**src/rtl/ebpc_pkg.sv**
```systemverilog
`default_nettype none
// +----------------------------------------------------------------------+
// | ebpc_pkg : shared types and widths for the EBPC decode path           |
// | Rev 1.0                                                              |
// +----------------------------------------------------------------------+
package ebpc_pkg;

    localparam int unsigned DATA_W = 8;

    typedef enum logic [1:0] {
        ZC_IDLE    = 2'd0,
        ZC_RUN     = 2'd1,
        ZC_DRAIN   = 2'd2,
        ZC_DISCARD = 2'd3
    } zrle_ctrl_state_t;

endpackage
`default_nettype wire

```
**src/rtl/zrle_decode_ctrl_if.sv**
```systemverilog
`default_nettype none
// +----------------------------------------------------------------------+
// | zrle_decode_ctrl_if : command, word and bit handshakes of the ctrl    |
// | Rev 1.0                                                              |
// +----------------------------------------------------------------------+
interface zrle_decode_ctrl_if
    import ebpc_pkg::*;
#(
    parameter int unsigned BIT_CNT_W  = 16,
    parameter int unsigned WORD_CNT_W = 12
);
    logic [BIT_CNT_W-1:0]  cmd_nbits_i;
    logic [WORD_CNT_W-1:0] cmd_nwords_i;
    logic                  cmd_vld_i;
    logic                  cmd_rdy_o;
    logic [DATA_W-1:0]     data_i;
    logic                  data_vld_i;
    logic                  data_rdy_o;
    logic [DATA_W-1:0]     dec_data_o;
    logic                  dec_vld_o;
    logic                  dec_rdy_i;
    logic                  dec_znz_i;
    logic                  dec_vld_i;
    logic                  dec_rdy_o;
    logic                  dec_flush_o;
    logic                  znz_o;
    logic                  vld_o;
    logic                  rdy_i;
    logic                  last_o;
    logic                  err_o;

    // Controller side
    modport slave (
        input  cmd_nbits_i, cmd_nwords_i, cmd_vld_i, data_i, data_vld_i,
               dec_rdy_i, dec_znz_i, dec_vld_i, rdy_i,
        output cmd_rdy_o, data_rdy_o, dec_data_o, dec_vld_o, dec_rdy_o,
               dec_flush_o, znz_o, vld_o, last_o, err_o
    );

    // Environment side
    modport master (
        output cmd_nbits_i, cmd_nwords_i, cmd_vld_i, data_i, data_vld_i,
               dec_rdy_i, dec_znz_i, dec_vld_i, rdy_i,
        input  cmd_rdy_o, data_rdy_o, dec_data_o, dec_vld_o, dec_rdy_o,
               dec_flush_o, znz_o, vld_o, last_o, err_o
    );
endinterface
`default_nettype wire

```
**src/rtl/ebpc_down_counter.sv**
```systemverilog
`default_nettype none
// +----------------------------------------------------------------------+
// | ebpc_down_counter : loadable down counter that saturates at zero      |
// | Rev 1.0                                                              |
// +----------------------------------------------------------------------+
module ebpc_down_counter #(
    parameter int unsigned WIDTH = 8
) (
    input  logic             clk_i,
    input  logic             rst_ni,
    input  logic             load_i,
    input  logic [WIDTH-1:0] load_val_i,
    input  logic             en_i,
    output logic             is_one_o,
    output logic             is_zero_o
);
    logic [WIDTH-1:0] cnt_q;

    always_ff @(posedge clk_i or negedge rst_ni) begin
        if (!rst_ni) begin
            cnt_q <= '0;
        end else if (load_i) begin
            cnt_q <= load_val_i;
        end else if (en_i && (cnt_q != '0)) begin
            cnt_q <= cnt_q - WIDTH'(1);
        end
    end

    assign is_one_o  = (cnt_q == WIDTH'(1));
    assign is_zero_o = (cnt_q == '0);
endmodule
`default_nettype wire

```
**src/rtl/zrle_decode_ctrl.sv**
```systemverilog
`default_nettype none
// +----------------------------------------------------------------------+
// | zrle_decode_ctrl : per-transmission word admission and bit sequencing |
// | Rev 1.0                                                              |
// +----------------------------------------------------------------------+
module zrle_decode_ctrl
    import ebpc_pkg::*;
#(
    parameter int unsigned BIT_CNT_W  = 16,
    parameter int unsigned WORD_CNT_W = 12
) (
    input  logic               clk_i,
    input  logic               rst_ni,
    zrle_decode_ctrl_if.slave  bus
);
    zrle_ctrl_state_t state_q, state_d;
    logic bits_one, bits_zero, words_one, words_zero;
    logic cmd_load, bit_hs, word_hs, final_bit, err_set, err_clr, err_q;

    ebpc_down_counter #(.WIDTH(BIT_CNT_W)) u_bits_cnt (
        .clk_i      (clk_i),
        .rst_ni     (rst_ni),
        .load_i     (cmd_load),
        .load_val_i (bus.cmd_nbits_i),
        .en_i       (bit_hs),
        .is_one_o   (bits_one),
        .is_zero_o  (bits_zero)
    );

    ebpc_down_counter #(.WIDTH(WORD_CNT_W)) u_words_cnt (
        .clk_i      (clk_i),
        .rst_ni     (rst_ni),
        .load_i     (cmd_load),
        .load_val_i (bus.cmd_nwords_i),
        .en_i       (word_hs),
        .is_one_o   (words_one),
        .is_zero_o  (words_zero)
    );

    assign bus.dec_data_o = bus.data_i;
    assign bus.err_o      = err_q;

    always_comb begin
        state_d         = state_q;
        bus.cmd_rdy_o   = 1'b0;
        bus.data_rdy_o  = 1'b0;
        bus.dec_vld_o   = 1'b0;
        bus.dec_rdy_o   = 1'b0;
        bus.dec_flush_o = 1'b0;
        bus.znz_o       = 1'b0;
        bus.vld_o       = 1'b0;
        bus.last_o      = 1'b0;
        cmd_load        = 1'b0;
        bit_hs          = 1'b0;
        word_hs         = 1'b0;
        final_bit       = 1'b0;
        err_set         = 1'b0;
        err_clr         = 1'b0;

        unique case (state_q)
            ZC_IDLE: begin
                bus.cmd_rdy_o = 1'b1;
                if (bus.cmd_vld_i) begin
                    cmd_load = 1'b1;
                    err_clr  = 1'b1;
                    if (bus.cmd_nbits_i == '0)       state_d = ZC_IDLE;
                    else if (bus.cmd_nwords_i == '0) state_d = ZC_DRAIN;
                    else                             state_d = ZC_RUN;
                end
            end
            ZC_RUN, ZC_DRAIN: begin
                // Bits never emitted once the bit budget is used up
                bus.vld_o     = bus.dec_vld_i & ~bits_zero;
                bus.znz_o     = bus.dec_znz_i;
                bus.dec_rdy_o = bus.rdy_i;
                bit_hs        = bus.vld_o & bus.rdy_i;
                final_bit     = bit_hs & bits_one;
                bus.last_o    = bus.vld_o & bits_one;
                bus.dec_flush_o = final_bit;
                if (state_q == ZC_RUN) begin
                    bus.data_rdy_o = bus.dec_rdy_i;
                    bus.dec_vld_o  = bus.data_vld_i & ~final_bit;
                    word_hs        = bus.data_vld_i & bus.dec_rdy_i;
                    if (word_hs && words_one) state_d = ZC_DRAIN;
                end
                if (final_bit) begin
                    if (words_zero || (word_hs && words_one)) begin
                        state_d = ZC_IDLE;
                    end else begin
                        err_set = 1'b1;
                        state_d = ZC_DISCARD;
                    end
                end
            end
            ZC_DISCARD: begin
                // Leftover words of a finished transmission are dropped
                bus.data_rdy_o = 1'b1;
                word_hs        = bus.data_vld_i;
                if (word_hs && words_one) state_d = ZC_IDLE;
            end
            default: state_d = ZC_IDLE;
        endcase
    end

    always_ff @(posedge clk_i or negedge rst_ni) begin
        if (!rst_ni) begin
            state_q <= ZC_IDLE;
            err_q   <= 1'b0;
        end else begin
            state_q <= state_d;
            if (err_clr)      err_q <= 1'b0;
            else if (err_set) err_q <= 1'b1;
        end
    end
endmodule
`default_nettype wire
```
**src/flat_wrapper.sv**
```systemverilog
// flat-port wrapper written by rule: the top's interface ports become plain ports
module zrle_decode_ctrl_flat import ebpc_pkg::*;
#(
    parameter int unsigned BIT_CNT_W  = 16,
    parameter int unsigned WORD_CNT_W = 12
)
  (clk_i, rst_ni, bus_cmd_nbits_i, bus_cmd_nwords_i, bus_cmd_vld_i, bus_data_i, bus_data_vld_i, bus_dec_rdy_i, bus_dec_znz_i, bus_dec_vld_i, bus_rdy_i, bus_cmd_rdy_o, bus_data_rdy_o, bus_dec_data_o, bus_dec_vld_o, bus_dec_rdy_o, bus_dec_flush_o, bus_znz_o, bus_vld_o, bus_last_o, bus_err_o);
  zrle_decode_ctrl_if #(.BIT_CNT_W(BIT_CNT_W), .WORD_CNT_W(WORD_CNT_W)) bus_i ();
  input  logic clk_i;
  input  logic rst_ni;
  input wire logic [$bits(bus_i.cmd_nbits_i)-1:0] bus_cmd_nbits_i;
  input wire logic [$bits(bus_i.cmd_nwords_i)-1:0] bus_cmd_nwords_i;
  input wire logic [$bits(bus_i.cmd_vld_i)-1:0] bus_cmd_vld_i;
  input wire logic [$bits(bus_i.data_i)-1:0] bus_data_i;
  input wire logic [$bits(bus_i.data_vld_i)-1:0] bus_data_vld_i;
  input wire logic [$bits(bus_i.dec_rdy_i)-1:0] bus_dec_rdy_i;
  input wire logic [$bits(bus_i.dec_znz_i)-1:0] bus_dec_znz_i;
  input wire logic [$bits(bus_i.dec_vld_i)-1:0] bus_dec_vld_i;
  input wire logic [$bits(bus_i.rdy_i)-1:0] bus_rdy_i;
  output wire logic [$bits(bus_i.cmd_rdy_o)-1:0] bus_cmd_rdy_o;
  output wire logic [$bits(bus_i.data_rdy_o)-1:0] bus_data_rdy_o;
  output wire logic [$bits(bus_i.dec_data_o)-1:0] bus_dec_data_o;
  output wire logic [$bits(bus_i.dec_vld_o)-1:0] bus_dec_vld_o;
  output wire logic [$bits(bus_i.dec_rdy_o)-1:0] bus_dec_rdy_o;
  output wire logic [$bits(bus_i.dec_flush_o)-1:0] bus_dec_flush_o;
  output wire logic [$bits(bus_i.znz_o)-1:0] bus_znz_o;
  output wire logic [$bits(bus_i.vld_o)-1:0] bus_vld_o;
  output wire logic [$bits(bus_i.last_o)-1:0] bus_last_o;
  output wire logic [$bits(bus_i.err_o)-1:0] bus_err_o;
  assign bus_i.cmd_nbits_i = bus_cmd_nbits_i;
  assign bus_i.cmd_nwords_i = bus_cmd_nwords_i;
  assign bus_i.cmd_vld_i = bus_cmd_vld_i;
  assign bus_i.data_i = bus_data_i;
  assign bus_i.data_vld_i = bus_data_vld_i;
  assign bus_i.dec_rdy_i = bus_dec_rdy_i;
  assign bus_i.dec_znz_i = bus_dec_znz_i;
  assign bus_i.dec_vld_i = bus_dec_vld_i;
  assign bus_i.rdy_i = bus_rdy_i;
  assign bus_cmd_rdy_o = bus_i.cmd_rdy_o;
  assign bus_data_rdy_o = bus_i.data_rdy_o;
  assign bus_dec_data_o = bus_i.dec_data_o;
  assign bus_dec_vld_o = bus_i.dec_vld_o;
  assign bus_dec_rdy_o = bus_i.dec_rdy_o;
  assign bus_dec_flush_o = bus_i.dec_flush_o;
  assign bus_znz_o = bus_i.znz_o;
  assign bus_vld_o = bus_i.vld_o;
  assign bus_last_o = bus_i.last_o;
  assign bus_err_o = bus_i.err_o;
  zrle_decode_ctrl #(.BIT_CNT_W(BIT_CNT_W), .WORD_CNT_W(WORD_CNT_W)) u_core (.clk_i(clk_i), .rst_ni(rst_ni), .bus(bus_i));
endmodule
```
**config.mk**
```make
export PLATFORM = sky130hd
export DESIGN_NAME = zrle_decode_ctrl_flat
export DESIGN_NICKNAME = d
export VERILOG_FILES = /design/src/rtl/ebpc_pkg.sv /design/src/rtl/zrle_decode_ctrl_if.sv /design/src/rtl/ebpc_down_counter.sv /design/src/rtl/zrle_decode_ctrl.sv /design/src/flat_wrapper.sv
export SDC_FILE = /design/constraint.sdc
export NUM_CORES = 1
export LEC_CHECK = 0
export BUFFER_PORTS_ARGS = -buffer_cell sky130_fd_sc_hd__buf_2
export CORE_AREA = 2 2 66 68
export CTS_CLUSTER_DIAMETER = 120
export CTS_CLUSTER_SIZE = 40
export DETAILED_ROUTE_END_ITERATION = 10
export DIE_AREA = 0 0 68 70
export GPL_ROUTABILITY_DRIVEN = 1
export PLACE_DENSITY = 0.87
export SETUP_SLACK_MARGIN = 0.3
export SYNTH_ARGS = -nofsm -noshare
export SYNTH_HDL_FRONTEND = slang
export SYNTH_SLANG_ARGS = --single-unit
```
**constraint.sdc**
```tcl
create_clock -name clk_i -period 5.3 [get_ports clk_i]
set_input_delay 1.06 -clock clk_i [delete_from_list [all_inputs] [get_ports clk_i]]
set_output_delay 1.06 -clock clk_i [all_outputs]
set_load 0.005 [all_outputs]
```
* Word level (Yosys, flattened, before mapping)
Cells that the tools add are included.
Word-level totals: flip-flop bits (word level) 31, output and inout port bits 17, word-level logic and storage cells 75
Cells by class: add/sub/neg operators 2, eq/ne operators 9, muxes and demuxes 34, bitwise gates (word level) 8, reductions and logical operators 18
Operators by type and width (number):
- 16-bit logical NOT | 2
- 16-bit 2-to-1 mux | 2
- 12-bit logical NOT | 2
- 12-bit 2-to-1 mux | 2
- 1-bit 2-to-1 mux | 19
- 16-bit by 1-bit equality test with 1-bit output (second input constant) | 1
- 2-bit 2-to-1 mux | 8
- 16-bit nonzero test | 1
- 16-bit by 1-bit subtractor with 16-bit output (second input constant) | 1
- 12-bit by 1-bit equality test with 1-bit output (second input constant) | 1
- 12-bit nonzero test | 1
- 12-bit by 1-bit subtractor with 12-bit output (second input constant) | 1
- 1-bit bitwise AND | 6
- 3-bit by 1-bit inequality test with 1-bit output (second input constant) | 2
- 2-bit one-hot mux with 3 select lines | 1
- 2-bit nonzero test | 3
- 1-bit logical AND | 5
- 2-bit equality test (second input constant) | 2
- 1-bit one-hot mux with 2 select lines | 2
- 4-bit AND reduction | 1
- 2-bit by 1-bit equality test with 1-bit output (second input constant) | 1
- 2-bit logical NOT | 1
- 2-bit by 1-bit inequality test with 1-bit output (second input constant) | 1
- 2-bit inequality test (second input constant) | 1
- other kinds (3) | 4

* Logic depth before layout (Yosys ltp)
Gate-level depths: netlist of the first run.
word-level depth 10, mapped depth 9

* Cells and area by module
A second synthesis of the first run with hierarchy kept.
Second synthesis, totals: cell total of the unflattened synthesis 261, area total of the unflattened synthesis 2328.5 um^2
By module, submodules not included:
- ebpc_down_counter at u_core.u_bits_cnt | instances 1, cells an instance 120, area each 1028.5 um^2, seq. area each 400.4 um^2
- ebpc_down_counter at u_core.u_words_cnt | instances 1, cells an instance 83, area each 812.0 um^2, seq. area each 300.3 um^2
- zrle_decode_ctrl | instances 1, cells an instance 58, area each 488.0 um^2, seq. area each 75.1 um^2

* Least setup slack after synthesis of the first run
OpenSTA, ideal clock, no wires.
kind reg2out, start reg u_core.u_bits_cnt.cnt_q[0], end out bus_last_o, data arrival time 1.631 ns, slack 2.609 ns, stages on the path, launching flop included 8, buffers on the path 1, cell sequence dfrtp_1 inv_1 ha_1 nor4b_1 nand4_1 clkbuf_1 nand3_1 nor3_1
Between the ends: cells in the longest elaborated chain, start to end 5, elaborated cells on any way between the ends 6, classes of those cells eq/ne: 1; mux: 1; bitwise: 3; reduce/logical: 1
RTL lines:
- start: declaration | line ebpc_down_counter.sv:17 | logic [WIDTH-1:0] cnt_q;
- start signal: assignment | line ebpc_down_counter.sv:23 | cnt_q <= load_val_i;
- start signal: assignment | line ebpc_down_counter.sv:25 | cnt_q <= cnt_q - WIDTH'(1);
- 16-bit logical NOT | line ebpc_down_counter.sv:30 | assign is_zero_o = (cnt_q == '0);
- 1-bit NOT | line zrle_decode_ctrl.sv:73 | bus.vld_o = bus.dec_vld_i & ~bits_zero;
- 1-bit bitwise AND | line zrle_decode_ctrl.sv:73
- 1-bit bitwise AND (*) | line zrle_decode_ctrl.sv:78 | bus.last_o = bus.vld_o & bits_one;
- 1-bit 2-to-1 mux (*) | line zrle_decode_ctrl.sv:60 | unique case (state_q)
- end: declaration | line flat_wrapper.sv:28 | output wire logic [$bits(bus_i.last_o)-1:0] bus_last_o;
Every way passes the cells marked *; elsewhere a longest branch is shown, timed or not.

* Worst setup path in the final report of the first run
Same ends and word-level chain as after synthesis.

==> results of run 1 <==
## sequential cells by signal (all words and copies together) (netlist names)
signal                    flops
u_core.state_q                2
u_core.bus.err_o              1
u_core.u_bits_cnt.cnt_q      16
u_core.u_words_cnt.cnt_q     12
## worst reg2reg max path, delay by kind of cell, from the launching register on
| kind | cells | cell delay [ns] |
|---|---|---|
| simple gates | 2 | 0.74 |
| compound gates | 3 | 0.67 |
| fa+ha+maj | 1 | 0.43 |
| flops | 1 | 0.41 |
| buf+inv | 1 | 0.08 |
## per-stage QoR
stage / power (mW) / hold slack, ns
after floorplan: 0.7367 / 0.4830
after global placement: 0.8253 / 0.4740
after detailed placement: 0.8408 / 0.4822
after CTS: 1.059 / 0.4978
after global routing: 1.138 / 0.5256
final: 1.063 / 0.4970
## cell type report
type / count / share of cell area (%)
Clock buffer: 8 / 4.018
Inverter: 7 / 1.055
Multi-Input combinational cell: 191 / 52.03
Tap cell: 52 / 2.612
Sequential cell: 31 / 31.14
Timing Repair Buffer: 45 / 9.141
## synthesized netlist by cell type, types with 2 or more instances
cell type and instances:
o311ai_0 3, nand2_1 32, a221o_1 3, nor4_2 2, ha_1 8, a21oi_1 5, xor2_1 16, nor3_1 9
nand2b_1 2, nor4_1 8, a31oi_1 3, nor4_4 4, a21o_1 2, nand3b_1 2, o211ai_1 5, or3_1 3
or4_1 2, nand3_1 16, clkbuf_1 8, nand4_1 8, inv_1 7, o21ai_0 17, nor2b_1 2, buf_4 8
mux2i_1 2, o21ai_1 2, and2_1 4, nand4b_1 3, dfrtp_1 31, nor2_1 10
## metal layers
metal / vias up / wire [µm]
met5: - / 0
met4: 0 / 96
met3: 10 / 321
met2: 82 / 2360
met1: 937 / 2231
li1: 967 / -
## kinds of logic after synthesis
group	synth area share, %
simple gates	31.95
buf+inv	5.534
xor+xnor	6.788
flops	35.37
compound gates	13.86
fa+ha+maj	4.564
mux	1.939
## final timing paths
check	slack [ns]	from	endpoint
max in group asynchronous	4.03	rst_ni	u_core.u_bits_cnt.cnt_q[9]
hold reg to reg	0.50	u_core.bus.err_o	u_core.bus.err_o
min in group asynchronous	0.81	rst_ni	u_core.u_bits_cnt.cnt_q[10]
hold / removal	0.50	u_core.bus.err_o	u_core.bus.err_o
setup / recovery	1.80	u_core.u_bits_cnt.cnt_q[0]	bus_last_o
setup reg to reg	2.82	u_core.state_q[0]	u_core.u_words_cnt.cnt_q[10]
## power breakdown
group / internal [mW] / switching (mW) / total (mW)
logic: 0.182 / 0.257 / 0.440
registers: 0.313 / 0.100 / 0.413
clock network: 0.119 / 0.0915 / 0.210
==> results by stage, run 1 <==
Clock tree:
- After clock tree synthesis, the repair step resized 0 gates.
- The TritonCTS sink count is 31.
- Post-CTS timing repair inserted 0 buffers for setup.
- The post-cts hold buffer count is 0.
- The clock buffer count from CTS is 5.
- The clock passes through at most 2 buffers.
- The library cell used as clock root buffer is clkbuf_8.
- The TritonCTS clock tree is built.
- Clock-pin slew was measured on the worst setup and hold paths at 0.07 ns.
- The clock tree synthesis step divided the H-tree into 2 levels.
- The insertion delay to the later sink of the worst-skew pair is 0.29 ns.

Setup path:
- Data on the critical path is required at its endpoint by 4.24 ns.
- The largest single stage delay on the critical path is 0.47 ns.
- The maximum fanout along the worst path is 12.
- The setup path with the least slack is of type reg2out.
- The signal on the critical path passes through inv_1 > ha_1 > nor4b_1 > nand4_1 > nand3_1 > nor3_1 > buf_2.
- The worst-case reg-to-reg path depth is 7.
- The gate family responsible for the most delay along the worst path is simple AND/OR/NAND/NOR gates.
- For the worst setup path, the data arrival time is 2.44 ns.
- The worst setup path is launched from a flip-flop.
- The total number of cells along the worst setup path is 7.
- STA classifies the critical path endpoint as an output port.
- For this design, the slowest cell found on the critical path is nand4_1.
- The combined buffer and inverter count along the critical path is 2.

Routing:
- The number of vias after detailed routing is 1996.
- The post-detailed-route via-to-cell ratio is 5.976.
- The DRC violation count after routing is 0.
- The routed wire length is 5.008 mm.
- The post-detailed-route wirelength per cell is 14.99 µm.
- The residual antenna-violating net count after detailed routing is 0.
- The length of the first detailed-routing pass in iterations is 4.
- The detailed router finished its first iteration with 117 violations.

Placed design:
- At the placement stage, the worst setup path has a slack of 2.106 ns.
- The congestion estimate from routability-driven global placement came to 0.8358.
- Once placement finished, the instance area stood at 2391 µm².
- The number of port buffers is 44.
- The HPWL reported at the end of detailed placement is 3.673 mm.
- The cell count after placement is 326.

Die:
- The core region is 4144 µm².
- The full die area is 4760 µm².
- The width of the die is 68 µm.
- The floorplan has 24 rows.
- The initial core utilization is 52.93%.
- The floorplan step set the die height to 70 µm.
- During I/O placement, the number of pins put on the boundary was 61.

GRT:
- Global routing used 5.314% of the available met3 tracks.
- The initial antenna violation count is 0.
- The via count of the first global-routing pass is 1878.
- For this run, the total global-route usage over all layers was measured as 23.04%.
- The first-pass GRT wire length is 8.411 mm.
- The total grt overflow is 0.
- In the global route stage, met1 resource usage came out at 31.86%.
- Global routing consumed, on the met2 layer, 35.06% of the routing resources.
- The largest net degree at the start of global routing is 45.
- The global routing stage identified its most utilized layer as met2.

Synthesis:
- Counting distinct cell types in the post-synthesis netlist gives 49.
- For this run, the number of Yosys warnings is 0.
- Synthesis inferred 31 register bits.
- The synthesized net count is 298.
- The sequential-to-total area share from yosys stat is 35.37%.
- The main flop type after synthesis is dfrtp_1.
- In the synthesized netlist the async set-or-reset flop fraction comes to 100.0%.
- The top-area cell type share of the netlist area is 35.37%.
- The number of enable flip-flop cells after synthesis is 0.
- The netlist area before placement is 2193 µm².
- The cell taking the most area after synthesis is dfrtp_1.
- The instance count of the mapped netlist is 246.
- Averaged over all synthesized cells, the footprint is 8.916 µm².
- After synthesis, the cell types taking the most area are dfrtp_1, xor2_1, nand2_1, ha_1, o21ai_0.

Timing:
- The final critical delay including setup and external delays is 3.501 ns.
- The relative slew slack is 53.62%.
- Timing would allow up to 285.6 MHz.
- The ratio of final minimum period to clock period is 66.06%.
- The number of failing hold endpoints at the final stage is 0.
- The accumulated negative setup slack is 0 ns.
- Once routing completed, OpenROAD measured the worst setup slack at 1.799 ns.
- Setup violations remaining at the end of the flow were counted as 0.
- The worst setup skew after layout is 0.008928 ns.
- The count of pins over their slew limit was 0.
- The pin slew with the least headroom to its limit is 0.6957 ns.
- Setup repair after global routing left no endpoint under its margin.

Final layout:
- The final net count is 333.
- In the layout the commonest cells are buf_2, nand2_1, dfrtp_1.
- The final standard cell utilization of the core is 60.11%.
- The fraction of layout cells with a size suffix above 1 is 23.05%.
- Leaving out fill and tap cells, the most frequent cell in the layout is buf_2.
- Across the whole layout, storage elements account for 775.7 µm².
- After filler insertion, the fill cell instance count of the layout stands at 351.
- The post-route cell area is 2491 µm².
- The number of antenna diodes in the final layout is 0.
- From synthesis to final layout, the design area changed by 13.58%.
- The multi-input logic area is 1296 µm².
- The finished layout holds 334 standard cells, fillers aside.

Power:
- For this design the ratio of total power to cell area is 426.6 nW/µm².
- The analysis attributes to cell leakage a power of 1.106 nW.
- The maximum vdd ir drop is 0.2067 mV.

Hold path:
- Along the worst hold path, the cell count comes to 1.
- The type of the most critical hold path is reg2reg.

Run status:
- The run finished with clean final reports.

Job:
- Max-cap violations in this run came to 0.
No activity file was read; power rests on OpenSTA's default activity.
==> inputs of run 2 (changes only) <==
CORE_AREA = 2 2 72 74   (was 2 2 66 68)
DIE_AREA = 0 0 74 76   (was 0 0 68 70)
PLACE_DENSITY = 0.78   (was 0.87)
clock period = 3.2 ns   (was 5.3 ns; I/O delays follow)
==> run 2 against run 1 <==
Routed wire length about the same. Total power up 64%. Die area rose by 18%. Via count down 2.9%. Worst setup slack worse by 1.3 ns. Clock-buffer cell count unchanged. Worst hold slack worse by 0.10 ns. Sequential cell count unchanged. Final area is 1.2% higher. Non-clock buffer count grew 1. First-iteration DRC count decreased by 0.85%. Sequential share of layout area is 0.37 points lower. Critical path type unchanged.
==> results by stage, run 2 (synthesis gave the netlist of run 1 again) <==
Run status:
- Run status: finished clean (unchanged).

Clock tree:
- The maximum level of the CTS H-tree was 2 (unchanged).
- The TritonCTS sink count was 31 (unchanged).
- The TritonCTS clock tree is built (unchanged).
- The buffers inserted during post-CTS setup optimization is 0 (unchanged).
- The number of instances resized during post-cts repair is 0 (unchanged).
- The insertion delay to the later sink of the worst-skew pair came to 0.28 ns (was 0.29 ns).
- The library cell used as clock root buffer is clkbuf_8 (unchanged).
- The clock transition at the register clock pins on the worst setup and hold paths after CTS was 0.06 ns (was 0.07 ns).
- The clock tree buffer depth is 2 (unchanged).
- The clock buffer count from CTS is 5 (unchanged).
- The post-cts hold buffer count is 0 (unchanged).

Final layout:
- The most common library cell in the layout ignoring fill and taps is buf_2 (unchanged).
- The register with the highest flop count is u_core.u_bits_cnt.cnt_q (unchanged).
- The total of fill cells in the finished design is 465 (was 351).
- Commonest non-fill, non-tap cells in the layout: buf_2, nand2_1, dfrtp_1 (unchanged).
- The growth of design area from synthesis to finish is 14.95% (was 13.58%).
- The combined flip-flop and latch cell area came to 775.7 µm² (unchanged).
- The number of antenna cells inserted was 0 (unchanged).
- The fraction of layout cells with a size suffix above 1 is 23.32% (was 23.05%).
- The flip-flop count of the largest register, all copies and words added came to 16 (unchanged).
- The multi-input logic area is 1296 µm² (unchanged).
- Biggest registers after layout: u_core.u_bits_cnt.cnt_q (16), u_core.u_words_cnt.cnt_q (12), u_core.state_q (2) (unchanged).
- The final net count is 334 (was 333).

Die:
- The count of pins on the block boundary was 61 (unchanged).
- The initial core utilization is 44.65% (was 52.93%).
- The width of the die is 74 µm (was 68 µm).
- The core box area is 4912 µm² (was 4144 µm²).
- The height of the die is 76 µm (was 70 µm).
- The row count is 26 (was 24).
- The full die area came to 5624 µm² (was 4760 µm²).

Power:
- The power per unit of standard cell area is 691.8 nW/µm² (was 426.6 nW/µm²).
- The overall power after layout was 1.744 mW (was 1.063 mW).
- The leakage dissipation was 1.110 nW (was 1.106 nW).
- The maximum vdd ir drop is 0.2759 mV (was 0.2067 mV).

Timing:
- The count of pins over their slew limit is 0 (unchanged).
- The post-route worst hold slack is 0.3975 ns (was 0.4970 ns).
- Setup repair after global routing missed its margin: false (unchanged).
- Based on the critical path, the design can be clocked at up to 373.5 MHz.
- The pin slew with the least headroom to its limit is 0.6876 ns (was 0.6957 ns).
- The relative slew slack is 54.16% (was 53.62%).
- The accumulated negative setup slack is 0 ns (unchanged).
- The worst setup skew after layout is 0.004471 ns (was 0.008928 ns).
- The ratio of final minimum period to clock period is 83.67%.
- The smallest clock period supported by the final layout is computed as 2.678 ns.
- The final count of negative-setup-slack endpoints was 0 (unchanged).
- The number of failing hold endpoints at the final stage was 0 (unchanged).

Setup path:
- The arrival time of data at the critical path endpoint is 2.04 ns (was 2.44 ns).
- The kind of capture point of the worst setup path is an output port (unchanged).
- The critical path's largest stage delay is 0.45 ns (was 0.47 ns).
- The data required time at the worst endpoint is 2.56 ns (was 4.24 ns).
- The maximum fanout along the worst path came to 5 (was 12).
- The path type of the worst setup path is reg2out (unchanged).
- CP cell instances: inv_1 > ha_1 > nor4b_1 > nand4_1 > nand3_1 > nor3_1 > buf_2 (unchanged).
- The element type at the critical path start is a flip-flop (unchanged).
- The combined buffer and inverter count along the critical path is 2 (unchanged).
- The gate family responsible for the most delay along the worst path was simple AND/OR/NAND/NOR gates (unchanged).
- The cell with the largest stage delay on the worst path is nor4b_1 (was nand4_1).

Routing:
- The DRC violation count after routing was 0 (unchanged).
- The violation count after the first detailed-route iteration is 116 (was 117).
- The post-detailed-route wirelength per cell is 14.18 µm (was 14.99 µm).
- The routed wire length came to 5.004 mm (was 5.008 mm).
- The number of vias after detailed routing is 1939 (was 1996).
- The length of the first detailed-routing pass in iterations is 4 (unchanged).
- The residual antenna-violating net count after detailed routing came to 0 (unchanged).
- The post-detailed-route via-to-cell ratio is 5.493 (was 5.976).

Placed design:
- The HPWL reported at the end of detailed placement is 3.856 mm (was 3.673 mm).
- The number of port buffers was 44 (unchanged).
- The final estimated routing congestion in global placement is 0.8382 (was 0.8358).

GRT:
- The via count of the first global-routing pass came to 1846 (was 1878).
- The largest net degree at the start of global routing is 45 (unchanged).
- The initial antenna violation count is 0 (unchanged).
- The first-pass GRT wire length came to 8.431 mm (was 8.411 mm).
- The total grt overflow was 0 (unchanged).
- The total global-route track usage was 19.25% (was 23.04%).

Job:
- The number of max-cap violations is 0 (unchanged).

Hold path:
- The type of the most critical hold path is in2async (was reg2reg).
==> run 2: changes by cell type in the layout (fill, tap and decap cells not counted) <==
cell	delta
buf_4	+1
==> run 2: layer usage <==
layer	up-vias	track usage [%]	wire length (µm)
met3	10	4.630	292
met1	895	26.29	2280
li1	969	-	-
met4	0	8.364	87
met5	-	0	0
met2	65	28.75	2343
==> run 2: worst reg2reg max path, delay by kind of cell, from the launching register on <==
| kind | cells | cell delay, ns |
|---|---|---|
| adder cells (fa/ha/maj) | 1 | 0.43 |
| buffers and inverters | 1 | 0.08 |
| AO/OA/AOI/OAI | 1 | 0.15 |
| flip-flops | 1 | 0.40 |
| AND/OR/NAND/NOR | 4 | 1.26 |
==> run 2: per-stage QoR <==
stage	setup slack (ns)	instance area (µm²)	utilization (%)	cells
finish	0.5225	2521	51.32	353
global route	0.3530	2521	51.32	353
CTS	0.5204	2521	51.32	353
detailed placement	0.8286	2421	49.29	345
global placement	0.9090	2421	49.29	345
floorplan	0.9290	2193	-	246
==> run 2: where the power goes <==
group,internal [mW],leakage [nW],switching [mW]
Combinational,0.304,0.653,0.421
Sequential,0.519,0.406,0.162
Clock,0.196,0.0515,0.143
==> run 2: final timing paths <==
check / slack (ns) / end / startpoint / depth (start not counted)
max reg2reg: 0.83 / u_core.u_words_cnt.cnt_q[6] / u_core.state_q[0] / 7
max: 0.52 / bus_last_o / u_core.u_bits_cnt.cnt_q[0] / 7
min in group clk_i: 0.52 / u_core.bus.err_o / u_core.bus.err_o / 1
max in group asynchronous: 2.36 / u_core.u_bits_cnt.cnt_q[6] / rst_ni / 1
min: 0.40 / u_core.u_bits_cnt.cnt_q[15] / rst_ni / 1
min reg2reg: 0.52 / u_core.bus.err_o / u_core.bus.err_o / 1
==> run 2: area by class of cell <==
cell class              instances  share of cell area [%]
multi-input cells             191                   51.41
well taps                      70                   3.474
repair buffers                 46                   9.330
flip-flops and latches         31                   30.77
clock buffers                   8                   3.970
inverters                       7                   1.042
==> inputs of run 3 (changes only) <==
CORE_AREA = 2 2 68 70   (was 2 2 72 74)
DIE_AREA = 0 0 70 72   (was 0 0 74 76)
PLACE_DENSITY = 0.82   (was 0.78)
clock period = 2.6 ns   (was 3.2 ns; I/O delays follow)
==> run 3 against run 2 <==
Utilization increased by 12 points. Final area increased by 7.2%. Sequential power increased by 27%. Worst setup slack got worse by 0.25 ns. Cell count unchanged. Register-to-register slack got worse by 0.36 ns. Clock skew increased by 0.00064 ns. Die area decreased by 10%. Clock-buffer cell count decreased by 1. Sequential cell count unchanged. First-iteration DRC count increased by 16%. Critical path depth decreased by 2. Critical path type unchanged. Largest power group unchanged.
==> results by stage, run 3 (synthesis gave the netlist of run 1 again) <==
Die:
- The count of pins on the block boundary came to 61 (unchanged).
- The row count is 24 (was 26).
- The height of the die came to 72 µm (was 76 µm).
- The full die area came to 5040 µm² (was 5624 µm²).
- The core box area is 4264 µm² (was 4912 µm²).
- The initial core utilization is 51.44% (was 44.65%).
- The width of the die came to 70 µm (was 74 µm).

Timing:
- The final critical delay including setup and external delays is 2.324 ns.
- The pin slew with the least headroom to its limit was 0.6877 ns (was 0.6876 ns).
- The accumulated negative setup slack is 0 ns (unchanged).
- Timing would allow up to 430.2 MHz.
- Setup repair after global routing missed its margin: true (was false).
- The count of pins over their slew limit is 0 (unchanged).
- The number of failing hold endpoints at the final stage is 0 (unchanged).
- The ratio of final minimum period to clock period is 89.39%.
- The final count of negative-setup-slack endpoints is 0 (unchanged).
- The relative slew slack is 54.15% (was 54.16%).
- The worst setup skew after layout is 0.005107 ns (was 0.004471 ns).

Routing:
- The post-detailed-route wirelength per cell is 15.71 µm (was 14.18 µm).
- The violation count after the first detailed-route iteration was 134 (was 116).
- The number of vias after detailed routing is 2076 (was 1939).
- The DRC violation count after routing is 0 (unchanged).
- The length of the first detailed-routing pass in iterations was 4 (unchanged).
- The routed wire length is 5.546 mm (was 5.004 mm).
- The post-detailed-route via-to-cell ratio was 5.881 (was 5.493).
- The residual antenna-violating net count after detailed routing is 0 (unchanged).

Final layout:
- The fraction of layout cells with a size suffix above 1 is 31.23% (was 23.32%).
- The growth of design area from synthesis to finish is 23.22% (was 14.95%).
- Commonest non-fill, non-tap cells in the layout: buf_2, nand2_1, dfrtp_1 (unchanged).
- The post-route cell area is 2703 µm² (was 2521 µm²).
- The number of antenna cells inserted came to 0 (unchanged).
- The total of fill cells in the finished design is 349 (was 465).
- The final net count is 352 (was 334).
- The register with the highest flop count is u_core.u_bits_cnt.cnt_q (unchanged).
- Biggest registers after layout: u_core.u_bits_cnt.cnt_q (16), u_core.u_words_cnt.cnt_q (12), u_core.state_q (2) (unchanged).
- The most common library cell in the layout ignoring fill and taps is buf_2 (unchanged).
- The flip-flop count of the largest register, all copies and words added came to 16 (unchanged).

Placed design:
- The number of port buffers is 44 (unchanged).
- The final estimated routing congestion in global placement came to 0.8332 (was 0.8382).
- The HPWL reported at the end of detailed placement is 3.687 mm (was 3.856 mm).
- The cell area reported after detailed placement came to 2399 µm² (was 2421 µm²).

Clock tree:
- The TritonCTS clock tree is built (unchanged).
- The library cell used as clock root buffer is clkbuf_8 (unchanged).
- The insertion delay to the later sink of the worst-skew pair came to 0.28 ns (about the same).
- The TritonCTS sink count was 31 (unchanged).
- The clock transition at the register clock pins on the worst setup and hold paths after CTS came to 0.06 ns (about the same).
- The post-cts hold buffer count is 0 (unchanged).
- The maximum level of the CTS H-tree is 2 (unchanged).
- The clock buffer count from CTS is 5 (unchanged).
- The clock tree buffer depth is 2 (unchanged).

Setup path:
- The kind of capture point of the worst setup path was an output port (unchanged).
- The maximum fanout along the worst path is 4 (was 5).
- The worst-case reg-to-reg path depth came to 8 (was 7).
- The data required time at the worst endpoint was 2.08 ns (was 2.56 ns).
- The path type of the worst setup path is reg2out (unchanged).
- The arrival time of data at the critical path endpoint is 1.80 ns (was 2.04 ns).
- The element type at the critical path start is a flip-flop (unchanged).

Hold path:
- The type of the most critical hold path is in2async (unchanged).

Power:
- The overall power after layout is 2.472 mW (was 1.744 mW).
- The power per unit of standard cell area is 914.6 nW/µm² (was 691.8 nW/µm²).
- The maximum vdd ir drop is 0.6376 mV (was 0.2759 mV).
- The leakage dissipation was 1.207 nW (was 1.110 nW).

GRT:
- The initial antenna violation count is 0 (unchanged).
- The largest net degree at the start of global routing was 44 (was 45).
- The via count of the first global-routing pass is 1926 (was 1846).
- The first-pass GRT wire length is 8.997 mm (was 8.431 mm).
- The total grt overflow is 0 (unchanged).
- The total global-route track usage came to 22.59% (was 19.25%).

Job:
- The number of max-cap violations was 0 (unchanged).

Run status:
- Run status: finished clean (unchanged).
## run 3: cell types whose count changed in the layout (fill, tap and decap cells not counted), moves of 2 or more
cell and change:
nor3_1 -2, dfrtp_1 -2, ha_1 -2, buf_4 +16, o311ai_0 -2, buf_6 +2
nand3_2 +2, clkbuf_8 -2, nand3_1 -2, dfrtp_2 +2
## run 3: final cells by class
cell class,count,area (µm²),area share [%]
multi-input combinational,191,1374,50.83
sequential,31,778.2,28.80
timing repair buffer,64,377.9,13.98
clock buffer,7,76.32,2.824
tap,52,65.06,2.407
inverter,7,26.28,0.9722
clock inverter,1,5.005,0.1852
## run 3: power by group
group / switching [mW] / internal [mW] / leakage [nW] / total (mW)
clock: 0.179 / 0.188 / 0.0422 / 0.366
sequential: 0.226 / 0.641 / 0.403 / 0.867
combinational: 0.632 / 0.607 / 0.761 / 1.24
## run 3: final timing paths
path	slack, ns	from	to
min in group clk_i	0.45	bus_cmd_nwords_i[3]	u_core.u_words_cnt.cnt_q[3]
max	0.28	u_core.u_bits_cnt.cnt_q[9]	bus_dec_flush_o
max reg2reg	0.47	u_core.state_q[1]	u_core.u_words_cnt.cnt_q[6]
min	0.28	rst_ni	u_core.u_bits_cnt.cnt_q[15]
max in group asynchronous	1.85	rst_ni	u_core.u_bits_cnt.cnt_q[12]
min reg2reg	0.53	u_core.bus.err_o	u_core.bus.err_o
## run 3: critical path, cell delays in order (launching register included)
cell and delay (ns):
dfrtp_2 0.43, nor4_4 0.36, nand2_4 0.12, or3_4 0.37
nor2_1 0.12, buf_2 0.13
## run 3: timing repair
item                                   in CTS  in global routing
pin swaps                                   7                  7
resized for setup                           7                 12
setup buffers                              12                  6
setup endpoints to repair                   9                 13
endpoints found under the hold margin       0                  0
## run 3: metal layers
layer | share of wire, % | vias to the layer above | global-route usage (%)
met3 | 6.5 | 4 | 5.139
met4 | 1.4 | 0 | 9.829
li1 | - | 1006 | -
met2 | 48 | 79 | 35.87
met5 | 0 | - | 0
met1 | 44 | 987 | 29.89
## run 3: through the flow
stage,util [%],cells,worst slack (ns),hold slack (ns)
final,63.38,353,0.2757,0.2757
after global routing,63.38,353,0.1555,0.3240
after CTS,61.18,347,0.2829,0.2985
after detailed placement,56.25,327,0.2552,0.5157
after global placement,56.25,327,0.2727,0.4971
after floorplan,-,246,0.4490,0.2244
